### config.mk
export PLATFORM = sky130hd
export DESIGN_NAME = idelay_tap_calibrator
export DESIGN_NICKNAME = d
export VERILOG_FILES = /design/src/rtl/idelay_tap_calibrator.sv
export SDC_FILE = /design/constraint.sdc
export NUM_CORES = 1
export LEC_CHECK = 0
export CORE_MARGIN = 1
export CORE_UTILIZATION = 60
export DETAILED_ROUTE_END_ITERATION = 12
export DONT_BUFFER_PORTS = 1
export PLACE_DENSITY = 0.82
export SLEW_MARGIN = 20
export SYNTH_ARGS = -nofsm -noshare
export SYNTH_HDL_FRONTEND = slang
export SYNTH_SLANG_ARGS = --single-unit
### constraint.sdc
create_clock -name CLK -period 10.24 [get_ports CLK]
set_input_delay 1.024 -clock CLK [delete_from_list [all_inputs] [get_ports CLK]]
set_output_delay 1.024 -clock CLK [all_outputs]
set_load 0.02 [all_outputs]
### src/rtl/idelay_tap_calibrator.sv
// idelay_tap_calibrator: sweeps one VAR_LOAD delay tap, scores each tap against the checker stream, loads the centre of the widest passing window.
// Latency: 3 + (MAX_TAP+1)*(1+SETTLE_CYCLES+SAMPLE_CYCLES) - 1 + SETTLE_CYCLES + 1 cycles from START to DONE with continuous SAMPLE_VALID.
// Backpressure: none upstream; SAMPLE waits without timeout for SAMPLE_VALID. Optional CNTVALUEOUT readback check under `define IDLY_CAL_READBACK_EN.
module idelay_tap_calibrator #(
  parameter int MAX_TAP       = 511,
  parameter int SETTLE_CYCLES = 8,
  parameter int SAMPLE_CYCLES = 16,
  parameter int MIN_EYE       = 4,
  parameter int FALLBACK_TAP  = 0
) (
  input  logic       CLK,
  input  logic       RST,
  input  logic       START,
  input  logic       SAMPLE_VALID,
  input  logic       SAMPLE_OK,
  input  logic [8:0] CNTVALUEOUT,
  output logic       CE,
  output logic       INC,
  output logic       LOAD,
  output logic [8:0] CNTVALUEIN,
  output logic       EN_VTC,
  output logic       BUSY,
  output logic       DONE,
  output logic       FAIL,
  output logic [8:0] CENTER_TAP,
  output logic [9:0] EYE_WIDTH
);

  localparam int SETW = $clog2(SETTLE_CYCLES + 1);
  localparam int SAMW = $clog2(SAMPLE_CYCLES + 1);

  typedef enum logic [3:0] {
    IDLE,
    VTC_OFF,
    LOAD0,
    SETTLE,
    SAMPLE,
    STEP,
    APPLY,
    APPLY_SETTLE,
    FINISH
  } state_t;

  state_t          state;
  logic [8:0]      tap;
  logic [SETW-1:0] settle_cnt;
  logic [SAMW-1:0] sample_cnt;
  logic            tap_ok;
  logic [9:0]      run_len;
  logic [8:0]      run_start;
  logic [9:0]      best_len;
  logic [8:0]      best_start;
  logic            rb_err;

  logic            sample_last;
  logic            tap_pass;
  logic [9:0]      run_len_nx;
  logic [8:0]      run_start_nx;
  logic [9:0]      best_len_nx;
  logic [8:0]      best_start_nx;
  logic            apply_ok;
  logic [8:0]      apply_tap;
  logic            rb_mismatch;

  // Window tracker next-state and the tap that APPLY would load, so the final
  // sample of the last tap can go straight into the APPLY load pulse.
  always_comb begin
    sample_last   = SAMPLE_VALID && (sample_cnt == SAMW'(SAMPLE_CYCLES - 1));
    tap_pass      = tap_ok && SAMPLE_OK;
    run_len_nx    = run_len;
    run_start_nx  = run_start;
    best_len_nx   = best_len;
    best_start_nx = best_start;
    if (state == SAMPLE && sample_last) begin
      if (tap_pass) begin
        if (run_len == 10'd0) run_start_nx = tap;
        run_len_nx = run_len + 10'd1;
        // Strict compare: on a tie the earlier window is kept.
        if (run_len_nx > best_len) begin
          best_len_nx   = run_len_nx;
          best_start_nx = run_start_nx;
        end
      end else begin
        run_len_nx = 10'd0;
      end
    end
    apply_ok  = (best_len_nx >= 10'(MIN_EYE));
    apply_tap = apply_ok ? (best_start_nx + 9'(best_len_nx >> 1)) : 9'(FALLBACK_TAP);
  end

`ifdef IDLY_CAL_READBACK_EN
  logic [8:0] expect_tap;

  // Tap the delay element should report on the last settle cycle.
  always_comb begin
    expect_tap = (state == APPLY_SETTLE) ? CENTER_TAP : tap;
  end
  assign rb_mismatch = (CNTVALUEOUT != expect_tap);
`else
  logic unused_cntvalueout;
  assign unused_cntvalueout = ^CNTVALUEOUT;
  assign rb_mismatch        = 1'b0;
`endif

  // Calibration sequencer with registered delay-element controls and status.
  always_ff @(posedge CLK) begin
    if (RST) begin
      state      <= IDLE;
      CE         <= 1'b0;
      INC        <= 1'b0;
      LOAD       <= 1'b0;
      CNTVALUEIN <= 9'd0;
      EN_VTC     <= 1'b1;
      BUSY       <= 1'b0;
      DONE       <= 1'b0;
      FAIL       <= 1'b0;
      CENTER_TAP <= 9'd0;
      EYE_WIDTH  <= 10'd0;
      tap        <= 9'd0;
      settle_cnt <= '0;
      sample_cnt <= '0;
      tap_ok     <= 1'b0;
      run_len    <= 10'd0;
      run_start  <= 9'd0;
      best_len   <= 10'd0;
      best_start <= 9'd0;
      rb_err     <= 1'b0;
    end else begin
      // Control strobes are single-cycle pulses unless a state asserts them.
      CE   <= 1'b0;
      INC  <= 1'b0;
      LOAD <= 1'b0;
      DONE <= 1'b0;
      case (state)
        IDLE: begin
          EN_VTC <= 1'b1;
          BUSY   <= 1'b0;
          if (START) begin
            state      <= VTC_OFF;
            EN_VTC     <= 1'b0;
            BUSY       <= 1'b1;
            FAIL       <= 1'b0;
            EYE_WIDTH  <= 10'd0;
            run_len    <= 10'd0;
            run_start  <= 9'd0;
            best_len   <= 10'd0;
            best_start <= 9'd0;
            rb_err     <= 1'b0;
          end
        end
        VTC_OFF: begin
          state      <= LOAD0;
          CE         <= 1'b1;
          LOAD       <= 1'b1;
          CNTVALUEIN <= 9'd0;
          tap        <= 9'd0;
        end
        LOAD0, STEP: begin
          state      <= SETTLE;
          settle_cnt <= SETW'(SETTLE_CYCLES - 1);
        end
        SETTLE: begin
          if (settle_cnt == '0) begin
            if (rb_mismatch) begin
              // Delay element disagrees with our tap count: abandon the sweep.
              state      <= APPLY;
              CE         <= 1'b1;
              LOAD       <= 1'b1;
              CNTVALUEIN <= 9'(FALLBACK_TAP);
              CENTER_TAP <= 9'(FALLBACK_TAP);
              EYE_WIDTH  <= 10'd0;
              FAIL       <= 1'b1;
              rb_err     <= 1'b1;
            end else begin
              state      <= SAMPLE;
              sample_cnt <= '0;
              tap_ok     <= 1'b1;
            end
          end else begin
            settle_cnt <= settle_cnt - SETW'(1);
          end
        end
        SAMPLE: begin
          if (SAMPLE_VALID) begin
            sample_cnt <= sample_cnt + SAMW'(1);
            if (!SAMPLE_OK) tap_ok <= 1'b0;
          end
          if (sample_last) begin
            run_len    <= run_len_nx;
            run_start  <= run_start_nx;
            best_len   <= best_len_nx;
            best_start <= best_start_nx;
            if (tap == 9'(MAX_TAP)) begin
              state      <= APPLY;
              CE         <= 1'b1;
              LOAD       <= 1'b1;
              CNTVALUEIN <= apply_tap;
              CENTER_TAP <= apply_tap;
              EYE_WIDTH  <= best_len_nx;
              if (!apply_ok) FAIL <= 1'b1;
            end else begin
              state <= STEP;
              CE    <= 1'b1;
              INC   <= 1'b1;
              tap   <= tap + 9'd1;
            end
          end
        end
        APPLY: begin
          state      <= APPLY_SETTLE;
          settle_cnt <= SETW'(SETTLE_CYCLES - 1);
        end
        APPLY_SETTLE: begin
          if (settle_cnt == '0) begin
            if (rb_mismatch && !rb_err) begin
              // Final tap did not land; retry once with the fallback tap.
              state      <= APPLY;
              CE         <= 1'b1;
              LOAD       <= 1'b1;
              CNTVALUEIN <= 9'(FALLBACK_TAP);
              CENTER_TAP <= 9'(FALLBACK_TAP);
              EYE_WIDTH  <= 10'd0;
              FAIL       <= 1'b1;
              rb_err     <= 1'b1;
            end else begin
              if (rb_mismatch) begin
                FAIL      <= 1'b1;
                EYE_WIDTH <= 10'd0;
              end
              state  <= FINISH;
              EN_VTC <= 1'b1;
              DONE   <= 1'b1;
              BUSY   <= 1'b0;
            end
          end else begin
            settle_cnt <= settle_cnt - SETW'(1);
          end
        end
        FINISH: begin
          state <= IDLE;
        end
        default: begin
          state <= IDLE;
        end
      endcase
    end
  end

endmodule

# ---- Word-level counts from Yosys, hierarchy flattened
# Cells that the tools add are included.
# W data, S select, Z words.
dict set report word_totals {
  register_bits 96
  word_cells 142
}
dict set report op_classes {
  addsub 5
  order_cmp 2
  n_eq_ne 21
  n_mux 63
  bitwise_logic 3
  reduce_logical 29
}
# cell n
set ops {}
lappend ops {{$mux W9} 14}
lappend ops {{$mux W10} 10}
lappend ops {{$pmux W9 S2} 4}
lappend ops {{$pmux W10 S2} 3}
lappend ops {{$pmux W4 S7} 1}
lappend ops {{$mux W4} 5}
lappend ops {{$ne A2 B2 Y1 const B} 10}
lappend ops {{$eq A4 B3 Y1 const B} 4}
lappend ops {{$reduce_and A4 Y1} 4}
lappend ops {{$mux W1} 15}
lappend ops {{$reduce_and A3 Y1} 5}
lappend ops {{$pmux W1 S2} 6}
lappend ops {{$add A10 B1 Y10 const B} 1}
lappend ops {{$ge A10 B3 Y1 const B} 1}
lappend ops {{$gt A10 B10 Y1} 1}
lappend ops {{$logic_not A10 Y1} 1}
lappend ops {{$mux W5} 2}
lappend ops {{$pmux W5 S2} 1}
lappend ops {{$reduce_and A5 Y1} 2}
lappend ops {{$reduce_bool A2 Y1} 5}
lappend ops {{$add A9 B1 Y9 const B} 1}
lappend ops {{$add A9 B9 Y9} 1}
lappend ops {{$eq A9 B9 Y1 const B} 1}
lappend ops {{$eq A4 B2 Y1 const B} 2}
lappend ops {{other kinds (13)} 23}

# ---- Depth between registers and ports, before layout
dict set report depth {
  ltp_word 10
  mapped_depth 23
  depth_no_buf 20
}

# ---- Least setup slack after synthesis
# Ideal clock, no wire load.
dict set report synth_path {
  path_kind {reg-to-reg}
  start {register run_len[0]}
  end {register CENTER_TAP[8]}
  setup_ps 118
  t_arrival_ps 4653
  required_time_ps 10122
  slack_ps 5469
  path_stages_with_launch 22
  path_cell_list {dfxtp_1 > ha_1 > and4_1 > clkbuf_1 > and2_1 > xor2_1 > ha_1 > nand2_1 > o21ai_1 > a2111oi_2 > nor2_8 > buf_4 > mux2_1 > ha_1 > fa_1 > a21oi_1 > o211ai_1 > o21ai_0 > nand2b_1 > a21oi_1 > xnor2_1 > o21ai_1}
}
dict set report synth_via {
  elab_chain_len 7
}
# item line
set synth_rtl {}
lappend synth_rtl {{start: declaration} 49} ;# logic [9:0] run_len;
lappend synth_rtl {{start signal: assignment} 189} ;# run_len <= run_len_nx;
lappend synth_rtl {{$add A10 B1 Y10 / $logic_not A10 Y1 (equally long branches)} {77, 76}}
lappend synth_rtl {{$gt A10 B10 Y1 / $mux W9 (equally long branches)} {79, 76}}
lappend synth_rtl {{$mux W9 / $mux W10 (equally long branches)} 79} ;# if (run_len_nx > best_len) begin
lappend synth_rtl {{$mux W9 / $mux W10 (equally long branches)} 75} ;# if (tap_pass) begin
lappend synth_rtl {{$mux W9 / $mux W10 (equally long branches)} 74} ;# if (state == SAMPLE && sample_last) begin
lappend synth_rtl {{$add A9 B9 Y9 / $ge A10 B3 Y1 (equally long branches)} {88, 87}}
lappend synth_rtl {{$mux W9 *} 88} ;# apply_tap = apply_ok ? (best_start_nx + 9'(best_len_nx >> 1)) : 9'(FALLBACK_TAP);
lappend synth_rtl {{end signal: assignment} 170} ;# CENTER_TAP <= 9'(FALLBACK_TAP);
lappend synth_rtl {{end signal: assignment} 198} ;# CENTER_TAP <= apply_tap;
lappend synth_rtl {{end signal: assignment} 221} ;# CENTER_TAP <= 9'(FALLBACK_TAP);
lappend synth_rtl {{end: declaration} 25} ;# output logic [8:0] CENTER_TAP,
# Every way passes the cells marked *; elsewhere a longest branch is shown, timed or not.
# A chain may end at the register's enable or synchronous reset.

# ---- Worst setup path in the final report
dict set report layout_path {
  start {register run_len[0]}
  end {register CNTVALUEIN[8]}
}
dict set report layout_via {
  elab_chain_len 10
}
# item line
set layout_rtl {}
lappend layout_rtl {{$add A10 B1 Y10 / $logic_not A10 Y1 (equally long branches)} {77, 76}}
lappend layout_rtl {{$gt A10 B10 Y1 / $mux W9 (equally long branches)} {79, 76}}
lappend layout_rtl {{$mux W9 / $mux W10 (equally long branches)} 79}
lappend layout_rtl {{$mux W9 / $mux W10 (equally long branches)} 75}
lappend layout_rtl {{$mux W9 / $mux W10 (equally long branches)} 74}
lappend layout_rtl {{$add A9 B9 Y9 / $ge A10 B3 Y1 (equally long branches)} {88, 87}}
lappend layout_rtl {{$mux W9 *} 88}
lappend layout_rtl {{$mux W9 *} 193} ;# if (tap == 9'(MAX_TAP)) begin
lappend layout_rtl {{$mux W9 *} 188} ;# if (sample_last) begin
lappend layout_rtl {{$pmux W9 S2 *} 134} ;# case (state)
lappend layout_rtl {{end signal: assignment} 169} ;# CNTVALUEIN <= 9'(FALLBACK_TAP);
lappend layout_rtl {{end signal: assignment} 197} ;# CNTVALUEIN <= apply_tap;
lappend layout_rtl {{end signal: assignment} 220} ;# CNTVALUEIN <= 9'(FALLBACK_TAP);
lappend layout_rtl {{end: declaration} 20} ;# output logic [8:0] CNTVALUEIN,
# Every way passes the cells marked *; elsewhere a longest branch is shown, timed or not. The select of a mux whose other input is x is not followed.

==> metrics.txt <==
# TYPE chip_impl_metric gauge
chip_impl_info{name="run_status",value="complete, no violations"} 1
chip_impl_metric{name="grt_max_degree",unit=""} 65
chip_impl_metric{name="post_synth_inst_count",unit=""} 573
chip_impl_metric{name="antenna_found_initial",unit=""} 0
chip_impl_metric{name="route.detailed.drc",unit=""} 0
chip_impl_metric{name="power.net_switching",unit="mW"} 0.179
chip_impl_metric{name="report.final.slew_viol_count",unit=""} 0
chip_impl_metric{name="pwr_density_cell",unit="nW/um^2"} 135
chip_impl_metric{name="global_route_wire_length_before_repair",unit="um"} 18000
chip_impl_metric{name="critical_path_peak_fanout",unit=""} 35
chip_impl_info{name="grt_setup_unrepaired",value="false"} 1
chip_impl_metric{name="floorplan.io_pins",unit=""} 49
chip_impl_info{name="leading_cell_type_by_number_of_instances_after_synthesis",value="dfxtp_1"} 1
chip_impl_metric{name="setup_violation_total_in_the_final_timing_report",unit=""} 0
chip_impl_metric{name="start_util",unit="%"} 62.5
chip_impl_metric{name="clock_insertion_delay_worst_skew",unit="ns"} 0.37
chip_impl_metric{name="die_width",unit="um"} 92.2
chip_impl_metric{name="drv_cap",unit=""} 0
chip_impl_metric{name="final-hold-violation-count",unit=""} 0
chip_impl_metric{name="finalCoreUtilization",unit="%"} 65.0
chip_impl_info{name="clock_tree_from_tritoncts",value="yes"} 1
chip_impl_metric{name="cts_setup_buffers",unit=""} 0
chip_impl_metric{name="global_route.usage.total",unit="%"} 26.6
chip_impl_metric{name="htreeDepth",unit=""} 3
chip_impl_metric{name="synth.yosys.seq_area_share",unit="%"} 39.4
chip_impl_info{name="synth_top_family_by_area",value="simple AND/OR/NAND/NOR gates"} 1
chip_impl_metric{name="cts_hold_buffers",unit=""} 0
chip_impl_metric{name="setup_tns",unit="ns"} 0
chip_impl_metric{name="place_congestion",unit=""} 0.854
chip_impl_metric{name="syn_avg_cell_area",unit="sq um"} 8.52
chip_impl_metric{name="layout_min_cycle_time",unit="ns"} 5.39
chip_impl_metric{name="p_seq_share",unit="%"} 56.4
chip_impl_metric{name="overflow",unit=""} 0
chip_impl_metric{name="drtIter0Drc",unit=""} 274
chip_impl_info{name="ys_top_cells_by_area",value="dfxtp_1 39%, ha_1 6.4%, nor2_1 5.5%, a21oi_1 5.2%, nand2_1 3.6%"} 1
chip_impl_metric{name="synth_xor_area_share",unit="%"} 4.13
chip_impl_metric{name="worst_ir_drop_vdd",unit="V"} 0.0000817
chip_impl_metric{name="core_area",unit="sq um"} 7810
chip_impl_metric{name="timing_worst_slew_pin_value",unit="ns"} 1.16
chip_impl_info{name="slowest_library_cell_on_the_worst_path",value="a2111oi_2"} 1
chip_impl_metric{name="part_of_the_power_in_the_clock_network",unit="%"} 36.9
chip_impl_info{name="critPathTopFamily",value="compound AO/OA/AOI/OAI gates"} 1
chip_impl_info{name="min-delay-path-class",value="reg -> reg"} 1
chip_impl_metric{name="max_freq",unit="GHz"} 0.185
chip_impl_metric{name="synthesis.area",unit="sq um"} 4880
chip_impl_metric{name="synth-edff-count",unit=""} 0
chip_impl_metric{name="yosys_warnings",unit=""} 0
chip_impl_metric{name="path_buf_inv",unit=""} 0
chip_impl_metric{name="crit_path_max_incr_delay",unit="ns"} 0.72
chip_impl_metric{name="routedWlPerCell",unit="um"} 16.7
chip_impl_metric{name="grt_pass1_vias",unit=""} 3781
chip_impl_info{name="critPathCaptureType",value="register"} 1
chip_impl_metric{name="synth.lib_cells_used.distinct",unit=""} 60
chip_impl_metric{name="floorplan_row_count",unit=""} 32
chip_impl_metric{name="first_pass_iters",unit=""} 5
chip_impl_info{name="crit_chain",value="ha_1 -> and4_1 -> and2_1 -> xor2_1 -> ha_1 -> nand2_1 -> o21ai_1 -> a2111oi_2 -> nor2_8 -> mux2_1 -> ha_1 -> fa_1 -> a21oi_1 -> o211ai_1 -> o21ai_0 -> nand2b_1 -> a21oi_1 -> xnor2_1 -> o21ai_1"} 1
chip_impl_metric{name="combPwrFrac",unit="%"} 6.8
chip_impl_metric{name="synthSimpleGateAreaFrac",unit="%"} 21.1
chip_impl_info{name="netlist.top_cell.by_area",value="dfxtp_1"} 1
chip_impl_metric{name="timing.critical_path.required",unit="ns"} 10.50
chip_impl_info{name="critical_path_class",value="reg -> reg"} 1
chip_impl_metric{name="netSwitchingFraction",unit="%"} 26.1
chip_impl_metric{name="synth.ff_latch_count",unit=""} 96
chip_impl_metric{name="postSynth.asyncResetShare",unit="%"} 0
chip_impl_metric{name="slew-limit-headroom",unit="%"} 22.4
chip_impl_metric{name="post_route_cells_drive_above_1_share",unit="%"} 4.51
chip_impl_metric{name="clock-sinks",unit=""} 96
chip_impl_info{name="critical_path.most_common_cell",value="ha_1"} 1
chip_impl_metric{name="cts_inserted_buffers",unit=""} 9
chip_impl_metric{name="fin_skew",unit="ns"} 0.0137
chip_impl_metric{name="synth_top_area_share",unit="%"} 39.4
chip_impl_metric{name="detail_route.vias_per_cell",unit=""} 6.30
chip_impl_info{name="setup.worst_path.start_class",value="register"} 1
chip_impl_metric{name="p_int",unit="mW"} 0.507
chip_impl_metric{name="ant_nets",unit=""} 0
chip_impl_metric{name="cts.clk_slew.worst_paths",unit="ns"} 0.10
chip_impl_metric{name="worst_ep_arrival_time",unit="ns"} 5.65
chip_impl_metric{name="period_utilization_post_route",unit="%"} 52.7
chip_impl_metric{name="totalWireLength",unit="um"} 11000
chip_impl_metric{name="synthToLayoutAreaGrowth",unit="%"} 3.92
chip_impl_metric{name="synth_compound_area_share",unit="%"} 19.4
chip_impl_metric{name="num_antenna_cells",unit=""} 0
chip_impl_info{name="synth_top_cells_by_count",value="96 x dfxtp_1, 72 x nor2_1, 51 x a21oi_1"} 1
chip_impl_metric{name="cts.repair.resized",unit=""} 0
chip_impl_info{name="clockRootBuffer",value="clkbuf_8"} 1
chip_impl_metric{name="yosys-mux-area-fraction",unit="%"} 4.71
chip_impl_metric{name="routed-via-count",unit=""} 4130
chip_impl_metric{name="clock_tree.buffer_depth",unit=""} 2
chip_impl_metric{name="post-dp-hpwl",unit="um"} 7900
chip_impl_metric{name="post-layout-total-power",unit="mW"} 0.685
chip_impl_metric{name="fp.dieArea",unit="sq um"} 8500
chip_impl_metric{name="io_buffers",unit=""} 0
chip_impl_metric{name="floorplan.die.height",unit="um"} 92.2
chip_impl_metric{name="synthesis.nets",unit=""} 613
chip_impl_info{name="synthFlopType",value="dfxtp_1"} 1
chip_impl_metric{name="num-nets-final",unit=""} 590
chip_impl_metric{name="yosys.area_share.adder",unit="%"} 6.82
chip_impl_metric{name="power.leakage",unit="nW"} 1.86
-- registers in the layout (all words and copies together), names as in the netlist, 4 cells and up --
register / count
CNTVALUEIN: 9
run_start: 9
CENTER_TAP: 9
state: 4
tap: 9
sample_cnt: 5
best_len: 10
EYE_WIDTH: 10
best_start: 9
settle_cnt: 4
run_len: 10
-- stage by stage --
step | cell area, sq um | std cells | setup WS, ns | hold slack, ns
6_report | 5070 | 656 | 4.85 | 0.471
5_1_grt | 5070 | 656 | 4.49 | 0.486
4_1_cts | 5070 | 656 | 4.90 | 0.468
3_5_place_dp | 4880 | 641 | 4.96 | 0.447
3_3_place_gp | 4880 | 641 | 5.08 | 0.435
2_1_floorplan | 4880 | 573 | 5.47 | 0.432
-- worst register-to-register path: cells and delay by family (launching register included) --
family / cells / cell delay [ns]
compound gates: 7 / 1.68
xor+xnor: 2 / 0.45
fa+ha+maj: 4 / 1.29
flops: 1 / 0.48
mux: 1 / 0.44
simple gates: 5 / 0.94
-- cells in the final DEF, fill, tap and decap left out, types with 8 or more instances in the layout --
cell type	Yosys	final
a22oi_1	19	19
clkbuf_8	0	9
nand2_1	47	47
a22o_1	14	14
inv_1	19	19
xnor2_1	14	14
xor2_1	9	9
nand3_1	30	30
dfxtp_1	96	96
mux2_1	8	8
ha_1	25	25
nor2_1	72	72
nor3_1	13	13
a21oi_1	51	51
o2bb2ai_1	10	10
o21ai_0	13	13
mux2i_1	14	14
-- final cells by class --
cell class | count | area (sq um)
Timing Repair Buffer | 1 | 7.51
Multi-Input combinational cell | 422 | 2750
Tap cell | 102 | 128
Inverter | 20 | 75.1
Fill cell | 628 | 2730
Sequential cell | 96 | 1920
Clock inverter | 6 | 68.8
Clock buffer | 9 | 124
-- power groups by stage --
| stage | combinational [mW] | sequential, mW | clock [mW] |
|---|---|---|---|
| after CTS | 0.0456 | 0.386 | 0.253 |
| after global routing | 0.0510 | 0.387 | 0.267 |
| after global placement | 0.0440 | 0.395 | 0 |
| final | 0.0463 | 0.386 | 0.253 |
| after detailed placement | 0.0453 | 0.395 | 0 |
| after floorplan | 0.0425 | 0.391 | 0 |
-- routing by layer --
| layer | vias to the layer above | wire length (um) | part of all wire, % | global-route usage, % |
|---|---|---|---|---|
| li1 | 2008 | - | - | - |
| met5 | - | 0 | 0 | 0 |
| met2 | 113 | 5330 | 49 | 45.0 |
| met3 | 28 | 527 | 4.8 | 5.22 |
| met1 | 1981 | 4850 | 44 | 33.4 |
| met4 | 0 | 241 | 2.2 | 10.0 |
-- kinds of logic after synthesis --
logic type      Yosys count
compound gates          141
xor+xnor                 23
fa+ha+maj                26
buf+inv                  55
flops                    96
mux                      22
simple gates            210
-- path summary, 6_finish.rpt --
check / from / to / slack (ns) / depth (start not counted)
worst min-delay path: sample_cnt[4] / sample_cnt[4] / 0.47 / 2
worst max-delay path: run_len[0] / CNTVALUEIN[8] / 4.85 / 19
worst min register to register: sample_cnt[4] / sample_cnt[4] / 0.47 / 2
worst max register to register: run_len[0] / CNTVALUEIN[8] / 4.85 / 19
(Power assumes the default switching activity.)
